**config.mk**
```make
export PLATFORM = sky130hd
export DESIGN_NAME = alu_accumulator
export DESIGN_NICKNAME = d
export VERILOG_FILES = /design/src/rtl/alu_pkg.sv /design/src/rtl/signed_adder.sv /design/src/rtl/alu_accumulator.sv
export SDC_FILE = /design/constraint.sdc
export NUM_CORES = 1
export LEC_CHECK = 0
export ABC_AREA = 1
export CAP_MARGIN = 20
export CELL_PAD_IN_SITES_DETAIL_PLACEMENT = 1
export CELL_PAD_IN_SITES_GLOBAL_PLACEMENT = 1
export CORE_ASPECT_RATIO = 1.25
export CORE_MARGIN = 2
export CORE_UTILIZATION = 37
export DETAILED_ROUTE_END_ITERATION = 10
export GPL_ROUTABILITY_DRIVEN = 0
export PLACE_DENSITY = 0.95
export SLEW_MARGIN = 10
export SYNTH_ARGS = -nofsm -noshare
export SYNTH_HDL_FRONTEND = slang
export SYNTH_SLANG_ARGS = --single-unit
export TNS_END_PERCENT = 10
```
**constraint.sdc**
```tcl
create_clock -name clk -period 3.43 [get_ports clk]
set_input_delay 0.5145 -clock clk [delete_from_list [all_inputs] [get_ports clk]]
set_output_delay 0.5145 -clock clk [all_outputs]
set_load 0.02 [all_outputs]
```
**src/rtl/alu_pkg.sv**
```systemverilog
// Shared definitions for the adder result stage.
//   op_t    : operation codes carried on in_op
//   flags_t : {overflow, negative, zero, cout} flag bundle
//   state_t : output register occupancy (EMPTY / FULL)
package alu_pkg;

  typedef enum logic [1:0] {
    OP_PASS         = 2'd0,
    OP_ACCUM        = 2'd1,
    OP_CLEAR        = 2'd2,
    OP_CLEAR_STICKY = 2'd3
  } op_t;

  typedef struct packed {
    logic overflow;
    logic negative;
    logic zero;
    logic cout;
  } flags_t;

  // Flags that describe a data value of zero.
  localparam flags_t FLAGS_ZERO = '{overflow: 1'b0, negative: 1'b0, zero: 1'b1, cout: 1'b0};

  typedef enum logic {
    ST_EMPTY = 1'b0,
    ST_FULL  = 1'b1
  } state_t;

endpackage

```
**src/rtl/signed_adder.sv**
```systemverilog
// Two's-complement adder/subtractor with status flags.
// Ports:
//   a, b      : operands
//   add_sub   : 0 = a + b, 1 = a - b
//   s         : WIDTH-bit wrapped result
//   overflow  : signed overflow
//   negative  : s[MSB]
//   zero      : s == 0
//   cout      : carry out of the WIDTH-bit add (inverted-borrow when subtracting)
module signed_adder #(
  parameter int WIDTH = 8
) (
  input  logic [WIDTH-1:0] a,
  input  logic [WIDTH-1:0] b,
  input  logic             add_sub,
  output logic [WIDTH-1:0] s,
  output logic             overflow,
  output logic             negative,
  output logic             zero,
  output logic             cout
);

  logic [WIDTH-1:0] b_eff;
  logic [WIDTH:0]   full_sum;

  // Subtraction is a + ~b + 1, so the carry-in doubles as the add_sub bit.
  assign b_eff    = add_sub ? ~b : b;
  assign full_sum = {1'b0, a} + {1'b0, b_eff} + {{WIDTH{1'b0}}, add_sub};

  assign s        = full_sum[WIDTH-1:0];
  assign cout     = full_sum[WIDTH];
  assign overflow = (a[WIDTH-1] == b_eff[WIDTH-1]) & (s[WIDTH-1] != a[WIDTH-1]);
  assign negative = s[WIDTH-1];
  assign zero     = (s == '0);

endmodule

```
**src/rtl/alu_accumulator.sv**
```systemverilog
// Registered result stage behind signed_adder.
// Captures an adder result under valid/ready, optionally folds it into a
// running accumulator, and keeps a sticky overflow bit and an op counter.
// Ports:
//   clk, rst                : clock, asynchronous active-high reset
//   in_valid / in_ready     : upstream handshake
//   in_op                   : 0 PASS, 1 ACCUM, 2 CLEAR, 3 CLEAR_STICKY
//   in_s, in_overflow, in_negative, in_zero, in_cout : adder result and flags
//   out_valid / out_ready   : downstream handshake
//   out_data, out_overflow, out_negative, out_zero, out_cout : registered result
//   acc                     : accumulator value
//   sticky_ovf              : any overflow since last CLEAR_STICKY
//   op_count                : accepted operations, wrapping
module alu_accumulator
  import alu_pkg::*;
#(
  parameter int WIDTH     = 8,
  parameter int CNT_WIDTH = 8
) (
  input  logic                 clk,
  input  logic                 rst,
  input  logic                 in_valid,
  output logic                 in_ready,
  input  logic [1:0]           in_op,
  input  logic [WIDTH-1:0]     in_s,
  input  logic                 in_overflow,
  input  logic                 in_negative,
  input  logic                 in_zero,
  input  logic                 in_cout,
  output logic                 out_valid,
  input  logic                 out_ready,
  output logic [WIDTH-1:0]     out_data,
  output logic                 out_overflow,
  output logic                 out_negative,
  output logic                 out_zero,
  output logic                 out_cout,
  output logic [WIDTH-1:0]     acc,
  output logic                 sticky_ovf,
  output logic [CNT_WIDTH-1:0] op_count
);

  state_t           state;
  op_t              op;
  logic             transfer;
  logic [WIDTH-1:0] acc_sum;
  flags_t           acc_flags;
  logic [WIDTH-1:0] data_next;
  flags_t           flags_next;
  logic [WIDTH-1:0] acc_next;
  logic             sticky_next;

  assign op        = op_t'(in_op);
  assign out_valid = (state == ST_FULL);
  // A full register can still accept when the consumer drains it this cycle.
  assign in_ready  = ~out_valid | out_ready;
  assign transfer  = in_valid & in_ready;

  signed_adder #(.WIDTH(WIDTH)) u_accum_adder (
    .a        (acc),
    .b        (in_s),
    .add_sub  (1'b0),
    .s        (acc_sum),
    .overflow (acc_flags.overflow),
    .negative (acc_flags.negative),
    .zero     (acc_flags.zero),
    .cout     (acc_flags.cout)
  );

  always_comb begin
    data_next   = in_s;
    flags_next  = '{overflow: in_overflow, negative: in_negative, zero: in_zero, cout: in_cout};
    acc_next    = acc;
    sticky_next = sticky_ovf | in_overflow;
    case (op)
      OP_ACCUM: begin
        data_next   = acc_sum;
        flags_next  = acc_flags;
        acc_next    = acc_sum;
        sticky_next = sticky_ovf | acc_flags.overflow;
      end
      OP_CLEAR: begin
        data_next   = '0;
        flags_next  = FLAGS_ZERO;
        acc_next    = '0;
        sticky_next = sticky_ovf;
      end
      // Result passes through, but the incoming overflow must not re-arm the
      // sticky bit being cleared.
      OP_CLEAR_STICKY: sticky_next = 1'b0;
      default: ;
    endcase
  end

  always_ff @(posedge clk or posedge rst) begin
    if (rst) begin
      state        <= ST_EMPTY;
      out_data     <= '0;
      out_overflow <= FLAGS_ZERO.overflow;
      out_negative <= FLAGS_ZERO.negative;
      out_zero     <= FLAGS_ZERO.zero;
      out_cout     <= FLAGS_ZERO.cout;
      acc          <= '0;
      sticky_ovf   <= 1'b0;
      op_count     <= '0;
    end else begin
      case (state)
        ST_EMPTY: if (transfer) state <= ST_FULL;
        ST_FULL:  if (!transfer && out_ready) state <= ST_EMPTY;
        default:  state <= ST_EMPTY;
      endcase

      if (transfer) begin
        out_data     <= data_next;
        out_overflow <= flags_next.overflow;
        out_negative <= flags_next.negative;
        out_zero     <= flags_next.zero;
        out_cout     <= flags_next.cout;
        acc          <= acc_next;
        sticky_ovf   <= sticky_next;
        op_count     <= op_count + CNT_WIDTH'(1);
      end
    end
  end

endmodule

```
==> metrics.md, run 1 <==
| Metric | Value |
|---|---|
| Antenna Violating Nets Remaining | 0 |
| Total Routed Length | 5408 um |
| Finish-stage setup viols | 0 |
| Via-per-instance ratio | 5.109 |
| Buffers added on ports | 48 |
| Worst setup EP type | flop |
| Worst path arrival time | 2.62 ns |
| Worst flop-to-flop path endpoint | out_zero |
| Rel. slew slack | 0.5904 |
| Setup Slack @ Placement | 0.7091 ns |
| Comb power frac | 0.544 |
| CP startpoint | in_op[0] |
| GR Overflow Total | 0 |
| CTS root buffer | clkbuf_8 |
| Share of layout cells above drive strength 1 | 0.08304 |
| Diode count | 0 |
| Most common cell after layout, fill and taps aside | nand2_1 |
| CTS tree | done |
| Core area | 4765 um2 |
| Peak VDD IR | 261.5 uV |
| FFs w/ async S/R, synth | 1.000 |
| Worst-Skew Late Latency | 0.29 ns |
| RSZ-0062 raised after global routing | no |
| Final worst path period need | 2.397 ns |
| Final Hold Fails | 0 |
| #FFs+latches synth | 30 |
| Synthesized instance count | 237 |
| Reg2Reg Depth | 14 |
| Post-synth cell types | 33 |
| Worst clock skew | 0.009164 ns |
| Worst-path fanout max | 19 |
| Area growth syn-to-layout | 33.06% |
| P per Cell Area | 749.2 nW/um2 |
| Vias post-DR | 1783 |
| HPWL Detailed | 4081 um |
| Crit start category | primary input |
| Yosys top cell area share | 0.3922 |
| Setup crit end | out_data[1] |
| Wirelength per Cell | 15.50 um |
| Post-Synthesis Cell Area | 1851 um2 |
| Clock buffer depth | 2 |
| Starting Density | 0.3884 |
| Gr usage total | 0.2080 |
| Hold_buf cts | 0 |
| Pre-antenna DRT Iters | 4 |
| Pint | 0.001014 W |
| P_leak | 1.194 nW |
| Starting DRT DRC Count | 89 |
| Status | complete, no violations |
| Clk pwr share | 0.149 |
| Max Cap Violations | 0 |
| EDFF count, synth | 0 |
| Detailed-route DRC error count | 0 |
| WP data required | 3.65 ns |
| Largest net degree at the start of global routing | 31 |
| Synth warn | 0 |
| H-Tree Depth | 2 |
| Mapped Nets | 268 |
| Post-synthesis sequential area ratio | 0.4064 |
| CTS Buf Count | 5 |
| Yosys top cell by area | dfrtp_1 |
| Chip Height | 83.07 um |
| Hold WC Path Type | reg -> reg |
| DIE AREA | 5587 um2 |
| Reg2reg setup slack | 1.45 ns |
| Worst Setup Path Type | in -> reg |
| CTS resizes | 0 |
| Avg Cell Area, Syn | 7.808 um2 |
| Boundary pin count | 49 |
| Final WS setup | 1.033 ns |
| Fin. max-slew vios | 0 |
| Min-delay src | out_zero |
| Die X | 67.26 um |
| Clk slew on worst S/H paths | 0.06 ns |
| Achievable frequency | 417.2 MHz |
| Psw | 0.0008308 W |
| Power, Total | 0.001845 W |
| Least-Margin Pin Slew | 0.6144 ns |
| Row count | 28 |
| Most frequent cells in the layout | nand2_1, clkdlybuf4s50_1, dfrtp_1 |
| NumNets Final | 319 |
| Setup_tns | 0 ns |
| Sw Ratio | 0.4503 |
| Postcts setup bufs | 0 |
| Vias in the first global route | 1900 |
| Initial antenna violation count | 0 |
| Period utilization | 0.6988 |
| Top_reg_cell synth | dfrtp_1 |
| Crit Reg-Reg Startpoint | acc[0] |
| First-pass GRT wire length | 8956 um |
| Largest cells by area after synthesis | dfrtp_1, nand2_1, ha_1 |
| CTS sink count | 30 |
| Power share of the sequential group | 0.307 |
worst min-delay path by stage:
stage | endpoint | cells past startpoint | slack [ns]
2_1_floorplan | out_zero | 2 | 0.50
3_3_place_gp | out_zero | 2 | 0.46
3_5_place_dp | out_zero | 2 | 0.46
4_1_cts | out_zero | 2 | 0.48
5_1_grt | out_zero | 2 | 0.50
6_report | out_zero | 2 | 0.47
synthesized netlist by cell type (2+ instances only):
cell type   n
nor2_1     21
inv_2       3
ha_1       12
a21oi_1    17
inv_1      27
buf_4       3
nand2_1    59
nand3_1    19
clkinv_1    2
nor2_2      3
o22ai_1     2
a22oi_1     2
nand2_2     5
dfrtp_1    29
o21ai_0    10
xor2_1      6
area by class of cell:
class	count	area, um2
inverters	32	120.1
repair buffers	49	488.0
multi-input cells	170	947.2
fillers	620	2302
well taps	60	75.07
clock buffers	8	80.08
flip-flops and latches	30	752.0
flip-flops by register name, summed over array words and instances, names as in the netlist:
name,flops
op_count,8
out_negative,1
out_zero,1
out_valid,1
sticky_ovf,1
out_data,8
out_overflow,1
out_cout,1
acc,8
power groups by stage:
| stage | sequential (W) | clock (W) | combinational (W) |
|---|---|---|---|
| finish | 0.000566 | 0.000275 | 0.00100 |
| global route | 0.000579 | 0.000296 | 0.00111 |
| CTS | 0.000566 | 0.000281 | 0.00101 |
| detailed placement | 0.000568 | 0 | 0.000996 |
| global placement | 0.000564 | 0 | 0.000943 |
| floorplan | 0.000679 | 0 | 0.000478 |
cell families after synthesis:
kind of cell               synth area share
and+or+nand+nor                      0.2718
buffers and inverters               0.08181
AOI/OAI and AO/OA                    0.1149
DFF                                  0.4064
adders and majority gates           0.09195
xor gates and xnor gates            0.03313
worst max-delay path, cell delays in order:
cell             delay [ns]
clkdlybuf4s50_1        0.50
inv_1                  0.06
ha_1                   0.68
clkinv_1               0.43
o22ai_1                0.30
nand2_1                0.07
nand2_1                0.07
per-stage QoR:
stage / util / cell area (um2) / hold slack (ns) / instances
CTS: 0.5168 / 2462 / 0.4758 / 349
global placement: 0.5000 / 2382 / 0.4587 / 341
floorplan: - / 1851 / 0.5009 / 237
finish: 0.5168 / 2462 / 0.4722 / 349
global route: 0.5168 / 2462 / 0.4991 / 349
detailed placement: 0.5000 / 2382 / 0.4572 / 341
metal layers:
layer / share of wire / up-vias / global-route usage / routed length [um]
met5: 0 / - / 0 / 0
met4: 0.012 / 0 / 0.05380 / 63
met3: 0.038 / 7 / 0.03930 / 206
met2: 0.55 / 40 / 0.3681 / 2951
met1: 0.40 / 872 / 0.2509 / 2186
li1: - / 864 / - / -
Note: power is estimated with default switching activity, not from simulation.
==> inputs of run 2 (changes only) <==
--- a/config.mk
+++ b/config.mk
@@ -11,10 +11,10 @@
 export CELL_PAD_IN_SITES_GLOBAL_PLACEMENT = 1
 export CORE_ASPECT_RATIO = 1.25
 export CORE_MARGIN = 2
-export CORE_UTILIZATION = 37
+export CORE_UTILIZATION = 31
 export DETAILED_ROUTE_END_ITERATION = 10
 export GPL_ROUTABILITY_DRIVEN = 0
-export PLACE_DENSITY = 0.95
+export PLACE_DENSITY = 0.86
 export SLEW_MARGIN = 10
 export SYNTH_ARGS = -nofsm -noshare
 export SYNTH_HDL_FRONTEND = slang
==> constraint.sdc (replaced) <==
create_clock -name clk -period 2.1 [get_ports clk]
set_input_delay 0.315 -clock clk [delete_from_list [all_inputs] [get_ports clk]]
set_output_delay 0.315 -clock clk [all_outputs]
set_load 0.02 [all_outputs]
==> run 2 against run 1 <==
Net effect: total power rose by 69%; critical path depth is 8 higher; flip-flop and latch count unchanged; worst hold slack worse by 0.056 ns; core utilization decreased by 7.2 points; critical endpoint is now out_zero; critical path type unchanged; setup slack worse by 0.92 ns; non-clock buffer count increased by 12; routed wire length is 2.1% lower; die area increased by 18%.
==> metrics.md, run 2 (synthesis results as in run 1) <==
| Metric | Value |
|---|---|
| Antenna Violating Nets Remaining | 0 (unchanged) |
| Wirelength per Cell | 14.43 um (-6.9%) |
| Clock buffer depth | 2 (unchanged) |
| Finish-stage setup viols | 0 (unchanged) |
| Buffers added on ports | 48 (unchanged) |
| Worst setup EP type | flop |
| P per Cell Area | 1213 nW/um2 (+62%) |
| Fin. max-slew vios | 0 (unchanged) |
| Die X | 73.11 um (+8.7%) |
| Filler cells | 710 (+15%) |
| GR Overflow Total | 0 (unchanged) |
| Starting DRT DRC Count | 23 (-74%) |
| HPWL Detailed | 4081 um (about the same) |
| Worst-path fanout max | 3 (-16) |
| Gr usage total | 0.1708 (-0.03715) |
| Regs by FF count | acc x8, op_count x8, out_data x8 |
| Crit start category | primary input |
| CTS root buffer | clkbuf_8 |
| Worst clock skew | 0.01542 ns (+0.006260 ns) |
| Status | complete, no violations |
| CP Cell Sequence | clkdlybuf4s50_1, ha_1, inv_1, fa_1, nand2_1, nand2_1, nor2_1, nand3_1, nor2_1, nand2_1, clkinv_1, nand2_1, nand2_1, nand2_1, nand2_1 |
| Total Routed Length | 5294 um (-2.1%) |
| Postcts setup bufs | 0 (unchanged) |
| Vias in the first global route | 1878 (-1.2%) |
| CTS sink count | 30 (unchanged) |
| CTS tree | done |
| Worst Setup Path Type | in -> reg |
| Area growth syn-to-layout | 38.95% |
| Chip Height | 90.38 um (+8.8%) |
| Boundary pin count | 49 (unchanged) |
| Hold_buf cts | 0 (unchanged) |
| Least-Margin Pin Slew | 0.4100 ns (-0.2044 ns) |
| P_leak | 1.262 nW (+5.7%) |
| Largest net degree at the start of global routing | 31 (unchanged) |
| Period utilization | 0.9447 |
| CTS resizes | 0 (unchanged) |
| Finished Core Util | 0.4449 (-0.07191) |
| Via-per-instance ratio | 4.935 (-3.4%) |
| Peak VDD IR | 446.0 uV (+71%) |
| Initial antenna violation count | 0 (unchanged) |
| Final Hold Fails | 0 (unchanged) |
| DIE AREA | 6607 um2 (+18%) |
| First-pass GRT wire length | 8914 um (-0.47%) |
| Rel. slew slack | 0.7267 (+0.1363) |
| Critical-path top delay cell | clkdlybuf4s50_1 |
| Clk slew on worst S/H paths | 0.08 ns (+0.02 ns) |
| CP delay by family, top | simple AND/OR/NAND/NOR gates |
| NumNets Final | 331 (+3.8%) |
| Worst-Skew Late Latency | 0.29 ns (about the same) |
| Diode count | 0 (unchanged) |
| Row count | 31 (+11%) |
| CTS Buf Count | 5 (unchanged) |
| WP data required | 2.34 ns (-1.31 ns) |
| H-Tree Depth | 2 (unchanged) |
| Crit-path max cell delay | 0.48 ns (-0.20 ns) |
| Final worst path period need | 1.984 ns |
| Power, Total | 0.003119 W (+69%) |
| Most frequent cells in the layout | nand2_1, clkdlybuf4s50_1, dfrtp_1 |
| Pre-antenna DRT Iters | 4 (unchanged) |
| WP buf/inv | 3 (unchanged) |
| Share of layout cells above drive strength 1 | 0.1262 (+0.04320) |
| Starting Density | 0.3202 (-0.06819) |
| Max Cap Violations | 0 (unchanged) |
| Core area | 5779 um2 (+21%) |
| Hold WC Path Type | in -> async |
| Achievable frequency | 504.0 MHz |
| CP dominant cell by count | nand2_1 |
| RSZ-0062 raised after global routing | no |
| Most common cell after layout, fill and taps aside | nand2_1 |
| Detailed-route DRC error count | 0 (unchanged) |
| Vias post-DR | 1811 (+1.6%) |
| Worst path arrival time | 2.22 ns (-0.40 ns) |
[run 2: changes by cell type in the layout (fill, tap and decap cells not counted), sizes merged]
cell,previous run,this run
buf,1,13
clkbuf,8,7
clkinv,2,3
[run 2: worst reg2reg max path: cells and delay by family (launching register included)]
family	cells	cell delay [ns]
buffers and inverters	2	0.11
adders and majority gates	2	0.62
and+or+nand+nor	10	0.71
DFF	1	0.37
[run 2: final timing paths]
path | startpoint | end | slack, ns | depth (start not counted)
min in group clk | out_zero | out_zero | 0.49 | 2
worst max register to register | acc[0] | out_zero | 0.24 | 14
max in group asynchronous | rst | out_zero | 1.36 | 3
worst max-delay path | in_s[0] | out_zero | 0.12 | 15
worst min-delay path | rst | op_count[4] | 0.42 | 3
worst min register to register | out_zero | out_zero | 0.49 | 2
[run 2: routing by layer]
| layer | part of all wire | up-vias | track usage | routed length, um |
|---|---|---|---|---|
| met3 | 0.038 | 8 | 0.03348 | 199 |
| met5 | 0 | - | 0 | 0 |
| li1 | - | 889 | - | - |
| met1 | 0.45 | 880 | 0.2116 | 2365 |
| met2 | 0.50 | 34 | 0.2973 | 2671 |
| met4 | 0.011 | 0 | 0.04167 | 57 |
[run 2: per-stage QoR]
stage	worst slack, ns	hold slack (ns)	TNS [ns]	cells	cell area [um2]
after floorplan	0.2539	0.4051	0	237	1851
after global placement	-0.07030	0.4667	-0.1319	359	2480
after detailed placement	-0.1757	0.4731	-0.5882	359	2480
after CTS	0.1167	0.4295	0	367	2571
after global routing	0.0002245	0.4960	0	367	2571
final	0.1161	0.4159	0	367	2571
[run 2: final cells by class]
| type | count | area, um2 | area share |
|---|---|---|---|
| clock buffers | 7 | 86.33 | 0.03358 |
| clock inverters | 1 | 5.005 | 0.001946 |
| inverters | 32 | 120.1 | 0.04672 |
| multi-input cells | 170 | 947.2 | 0.3684 |
| flip-flops and latches | 30 | 752.0 | 0.2925 |
| well taps | 66 | 82.58 | 0.03212 |
| repair buffers | 61 | 578.1 | 0.2248 |
[run 2: power by group]
group | internal, W | switching [W]
sequential | 0.000755 | 0.000155
combinational | 0.000752 | 0.000959
clock | 0.000264 | 0.000233
total | 0.00177 | 0.00135
